### config.mk
export PLATFORM = sky130hd
export DESIGN_NAME = pipe_stage_chain
export DESIGN_NICKNAME = d
export VERILOG_FILES = /design/src/rtl/pipe_stage_chain.sv
export SDC_FILE = /design/constraint.sdc
export NUM_CORES = 1
export LEC_CHECK = 0
export CAP_MARGIN = 20
export CORE_MARGIN = 2
export CORE_UTILIZATION = 30
export DETAILED_ROUTE_END_ITERATION = 10
export PLACE_DENSITY = 0.58
export SLEW_MARGIN = 15
export SYNTH_ARGS = -nofsm -noshare
export SYNTH_HDL_FRONTEND = slang
export SYNTH_SLANG_ARGS = --single-unit
### constraint.sdc
create_clock -name clk -period 3.45 [get_ports clk]
set_input_delay 0.69 -clock clk [delete_from_list [all_inputs] [get_ports clk]]
set_output_delay 0.69 -clock clk [all_outputs]
set_load 0.05 [all_outputs]
### src/rtl/pipe_stage_chain.sv
// pipe_stage_chain: a chain of DEPTH valid/ready register stages, WIDTH bits wide.
// Each stage advances when it is empty or when the stage after it is advancing.
// out_valid and out_data come straight from the last stage's registers.
// Optional feature: define PIPE_STAGE_CHAIN_COUNT_EN to add a registered `count`
// output that holds the number of occupied stages.
module pipe_stage_chain #(
  parameter int WIDTH = 8,
  parameter int DEPTH = 2
) (
  input  logic             clk,
  input  logic             reset,
  input  logic             flush,
  input  logic             in_valid,
  output logic             in_ready,
  input  logic [WIDTH-1:0] in_data,
  output logic             out_valid,
  input  logic             out_ready,
  output logic [WIDTH-1:0] out_data
`ifdef PIPE_STAGE_CHAIN_COUNT_EN
  ,
  output logic [$clog2(DEPTH+1)-1:0] count
`endif
);

  generate
    if (DEPTH < 1 || DEPTH > 16) begin : g_bad_depth
      $error("pipe_stage_chain: DEPTH must be in 1..16");
    end
    if (WIDTH < 1 || WIDTH > 64) begin : g_bad_width
      $error("pipe_stage_chain: WIDTH must be in 1..64");
    end
  endgenerate

  logic [DEPTH-1:0] v;
  logic [DEPTH-1:0] v_next;
  logic [DEPTH-1:0] rdy;
  logic [WIDTH-1:0] d [DEPTH];

  // Stage ready. A stage is blocked only when it and every stage after it
  // are full while out_ready is low. Computing that as a running AND avoids a
  // combinational loop through the rdy vector.
  always_comb begin
    logic blocked;
    rdy     = '0;
    blocked = !out_ready;
    for (int i = DEPTH - 1; i >= 0; i--) begin
      blocked = blocked & v[i];
      rdy[i]  = !blocked;
    end
  end

  // Next-state valid bits. A ready stage takes whatever its upstream neighbour
  // offers. If the neighbour offers nothing, the stage goes empty. Flush empties
  // every stage, and the word on in_* in that cycle is lost with the rest.
  always_comb begin
    v_next = v;
    if (rdy[0]) v_next[0] = in_valid;
    for (int i = 1; i < DEPTH; i++) begin
      if (rdy[i]) v_next[i] = v[i-1];
    end
    if (flush) v_next = '0;
  end

  // Valid and data registers. Reset clears both and overrides flush and any
  // transfer. Data registers load only when a word actually arrives.
  always_ff @(posedge clk) begin
    if (!reset) begin
      v <= '0;
      for (int i = 0; i < DEPTH; i++) d[i] <= '0;
    end else begin
      v <= v_next;
      if (rdy[0] && in_valid) d[0] <= in_data;
      for (int i = 1; i < DEPTH; i++) begin
        if (rdy[i] && v[i-1]) d[i] <= d[i-1];
      end
    end
  end

  assign in_ready  = rdy[0];
  assign out_valid = v[DEPTH-1];
  assign out_data  = d[DEPTH-1];

`ifdef PIPE_STAGE_CHAIN_COUNT_EN
  localparam int CW = $clog2(DEPTH + 1);
  logic [CW-1:0] count_next;

  // Occupancy of the next state, so the registered count matches v after each edge.
  always_comb begin
    count_next = '0;
    for (int i = 0; i < DEPTH; i++) count_next = count_next + CW'(v_next[i]);
  end

  // Occupancy register; reset clears it, and flush clears it through v_next.
  always_ff @(posedge clk) begin
    if (!reset) count <= '0;
    else        count <= count_next;
  end
`endif

endmodule

==> impl.org <==
** Pwr
- VDD sags by at most 203 uV.
- Power share of the clock group :: 0.245
- Pleak :: 0.000407 uW
- Portion of total power attributed to combinational logic :: 0.160
- Of the total power, the share spent switching nets is 0.249.
- Switching power total :: 107 uW
- Share of power burned in registers :: 0.595
- Internal power summed over all cells :: 321 uW
- Power density over the cells :: 399 nW/um^2

** STA
- Derived from the worst setup path, the maximum achievable clock frequency is 401 MHz.
- The final hold violation count was 0.
- Summed over all failing endpoints, the final setup total negative slack is 0 ns.
- Unrepaired setup endpoints after global routing :: no
- Pin slew with the least headroom to its limit :: 0.811 ns
- Setup violations remaining at the end of the flow were counted as 0.
- The worst path needs 2.50 ns of the cycle, external delays included.
- Worst max-slew margin expressed relative to the limit :: 0.458
- Final Max Slew Viols :: 0
- Max Clock Skew :: 0.00688 ns
- Share of the clock period used by the worst path :: 0.723

** Cells and area
- From synthesis to final layout, the design area changed by 22.1%.
- Total inserted antenna cells :: 0
- Fill cells in the final layout number 287.
- In the final design database the tool counted 104 nets.
- The finished layout holds 121 standard cells, fillers aside.
- Share of layout cells above drive strength 1 :: 0.211
- After routing the design area is 1070 sq um.

** Critical path
- The endpoint identified for the worst register-to-register timing path is d[0][1]$_SDFFCE_PN0P_.
- Cell with the largest stage delay on the worst path :: sky130_fd_sc_hd__clkdlybuf4s50_1
- The worst setup path is captured at an output port.
- Reg2Reg Launch Point :: v[0]$_SDFFE_PP0N_
- In this run the register-to-register setup slack is 1.80 ns.
- Worst endpoint data arrival time :: 1.81 ns
- In this run the worst path has a maximum fanout of 18.
- On the worst path, the slowest cell contributes a delay of 0.41 ns.
- STA classifies the critical path startpoint as a primary input.
- Crit-path cells :: clkdlybuf4s50_1, and3b_1, buf_4, inv_2, buf_4
- Critical path data required time :: 2.76 ns
- CP Depth :: 5
- CP delay by family, top :: buffers and inverters
- Most common cell on crit path :: sky130_fd_sc_hd__buf_4
- Worst-case reg-to-reg path depth :: 3
- Worst path buffer plus inverter count :: 4
- The setup path with the least slack is of type in2out.

** Placed design
- Placement Cell Area :: 1040 sq um
- HPWL reported at the end of detailed placement :: 802 um
- Counting tap cells, the placed design contains a total of 116 instances.
- Number of input and output port buffers inserted :: 22
- At the end of routability-driven placement, the weighted congestion stood at 0.705.

** Synthesis
- Yosys reg bits :: 18
- Syn. warnings :: 0
- Fraction of the mapped netlist area in compound gates :: 0.0285
- In the synthesized netlist the dominant register cell turns out to be sky130_fd_sc_hd__edfxtp_1.
- In the synthesized netlist the async set-or-reset flop fraction comes to 0.
- Post-synthesis area per instance :: 11.9 sq um
- The share of the Yosys chip area taken by registers is 0.593.
- Main combinational cell family by area after synthesis :: simple AND/OR/NAND/NOR gates
- Area share of and/or/nand/nor cells after synthesis :: 0.242
- Number of distinct library cells after synthesis :: 19
- Synthesis produced a netlist with a net count of 87.
- In the synthesized netlist, the cells that appear most often are sky130_fd_sc_hd__edfxtp_1, sky130_fd_sc_hd__nand2_1, sky130_fd_sc_hd__buf_4, sky130_fd_sc_hd__nor3_2, sky130_fd_sc_hd__nor3_1.
- The portion of synthesized area spent on multiplexers is 0.
- Of the total synthesized cell area, the portion taken by XOR and XNOR cells is 0.
- Adder and majority gate portion of the synthesized area :: 0
- Yosys mapped a number of flops with a built-in enable equal to 16.
- The share of synthesized area in the top cell type comes to 0.547.
- Summed instance area of the synthesized netlist :: 878 sq um
- Synthesis produced 74 cells.
- Main area contributors after synthesis :: sky130_fd_sc_hd__edfxtp_1, sky130_fd_sc_hd__nor3_2, sky130_fd_sc_hd__buf_4
- sky130_fd_sc_hd__edfxtp_1 takes more of the synthesized area than any other cell.

** Clocking
- The later pin in the worst-skew pair is clocked with a latency of 0.29 ns.
- Post_cts resized :: 0
- Clock-pin slew was measured on the worst setup and hold paths at 0.10 ns.
- Num CTS Buffers :: 3
- Number of buffers added for setup after CTS :: 0
- Clock tree synthesis selected as its root buffer the cell sky130_fd_sc_hd__clkbuf_4.
- The clock drives 18 sinks.
- H-Tree Depth :: 1
- CTS tree :: yes
- For this design, the CTS-stage hold fixing added 0 buffers.
- In this run the deepest clock path goes through 2 buffers.

** Routing
- Detail-routed net length per standard cell :: 9.86 um
- First DRT Iteration DRCs :: 9
- Drt first pass iters :: 4
- Total wire length :: 1.19 mm
- Via count :: 506
- Once detail routing completed, the nets flagged for antenna violations numbered 0.
- After detailed routing, the number of vias per cell comes to 4.18.
- After detailed routing, the number of remaining DRC violations is 0.

** GRT
- The number of global-route vias before repair is 484.
- Across every metal layer, demand over resource in global routing totals 0.0786.
- Entering global routing, the biggest net connects 20 pins.
- The first global-routing pass estimated 2.03 mm of wire.
- The total overflow left after global routing is 0.
- The initial antenna violation count came to 0.

** Worst hold path
- For hold timing, the worst endpoint is v[1]$_SDFFE_PP0N_.
- Counting instances, the worst hold path has a depth of 1.
- In this run the most critical hold path is launched from v[0]$_SDFFE_PP0N_.
- Kind of path behind the tightest hold check :: reg2reg

** Die
- Die footprint :: 3380 sq um
- Row cnt :: 19
- For this configuration, the core starts out at a cell density of 0.319.
- Die Height :: 58.1 um
- Die span in x :: 58.1 um
- Boundary Pins :: 23
- Core area :: 2760 sq um

** Flow run
- The tool flagged a number of max-cap violations equal to 0.

** Run status
- Run status :: finished clean
[how the worst max path moves through the flow]
stage,startpoint,to,slack [ns]
6_report,out_ready,in_ready,0.95
2_1_floorplan,out_ready,d[0][0]$_SDFFCE_PN0P_,1.53
3_3_place_gp,out_ready,in_ready,0.96
3_5_place_dp,out_ready,in_ready,0.95
5_1_grt,out_ready,in_ready,0.87
4_1_cts,out_ready,in_ready,0.95
[state kept, by name, indices dropped and copies added, names as in the netlist]
register	cells
d	16
v	2
[per-stage QoR]
stage,power (uW),hold WS [ns],utilization,setup slack (ns)
after floorplan,308,0.513,-,1.53
after global placement,328,0.541,0.377,0.962
after detailed placement,328,0.553,0.377,0.951
after CTS,431,0.595,0.387,0.949
after global routing,446,0.624,0.389,0.865
final,428,0.587,0.389,0.955
[layout by cell type (no fill, tap or decap)]
cell,instances
sky130_fd_sc_hd__o21ai_0,1
sky130_fd_sc_hd__nand2_1,16
sky130_fd_sc_hd__o21ai_1,1
sky130_fd_sc_hd__and3b_1,1
sky130_fd_sc_hd__nand2b_1,1
sky130_fd_sc_hd__a21oi_1,1
sky130_fd_sc_hd__nor3_2,9
sky130_fd_sc_hd__o21ba_2,1
sky130_fd_sc_hd__clkbuf_4,3
sky130_fd_sc_hd__clkdlybuf4s50_1,21
sky130_fd_sc_hd__dfxtp_1,2
sky130_fd_sc_hd__nor2_2,1
sky130_fd_sc_hd__edfxtp_1,16
sky130_fd_sc_hd__clkinv_1,1
sky130_fd_sc_hd__nor2b_1,1
sky130_fd_sc_hd__buf_2,1
sky130_fd_sc_hd__buf_4,3
sky130_fd_sc_hd__nor3_1,7
sky130_fd_sc_hd__inv_1,2
sky130_fd_sc_hd__inv_2,1
[layout make-up]
| type | count | area, sq um | share of cell area |
|---|---|---|---|
| Clock buffer | 3 | 22.5 | 0.0210 |
| Clock inverter | 1 | 3.75 | 0.00350 |
| Inverter | 3 | 11.3 | 0.0105 |
| Multi-Input combinational cell | 40 | 238 | 0.222 |
| Sequential cell | 18 | 520 | 0.485 |
| Tap cell | 31 | 38.8 | 0.0362 |
| Timing Repair Buffer | 25 | 238 | 0.222 |
[power by group through the flow]
stage	Combinational, uW	Clock (uW)	Sequential (uW)
after floorplan	48.7	0	260
after CTS	68.5	107	255
after global placement	68.1	0	260
after global routing	74.0	116	256
after detailed placement	68.4	0	260
final	68.7	105	255
[cell families after synthesis]
| family | Yosys count |
|---|---|
| and+or+nand+nor | 36 |
| DFF | 18 |
| buffers and inverters | 16 |
| AOI/OAI and AO/OA | 4 |
[per-layer routing]
layer | vias up | wire [um] | global-route usage
met3 | 2 | 95 | 0.0201
met4 | 0 | 13 | 0.0498
met1 | 210 | 551 | 0.103
li1 | 276 | - | -
met5 | - | 0 | 0
met2 | 18 | 532 | 0.115
No activity file was read; power rests on OpenSTA's default activity.
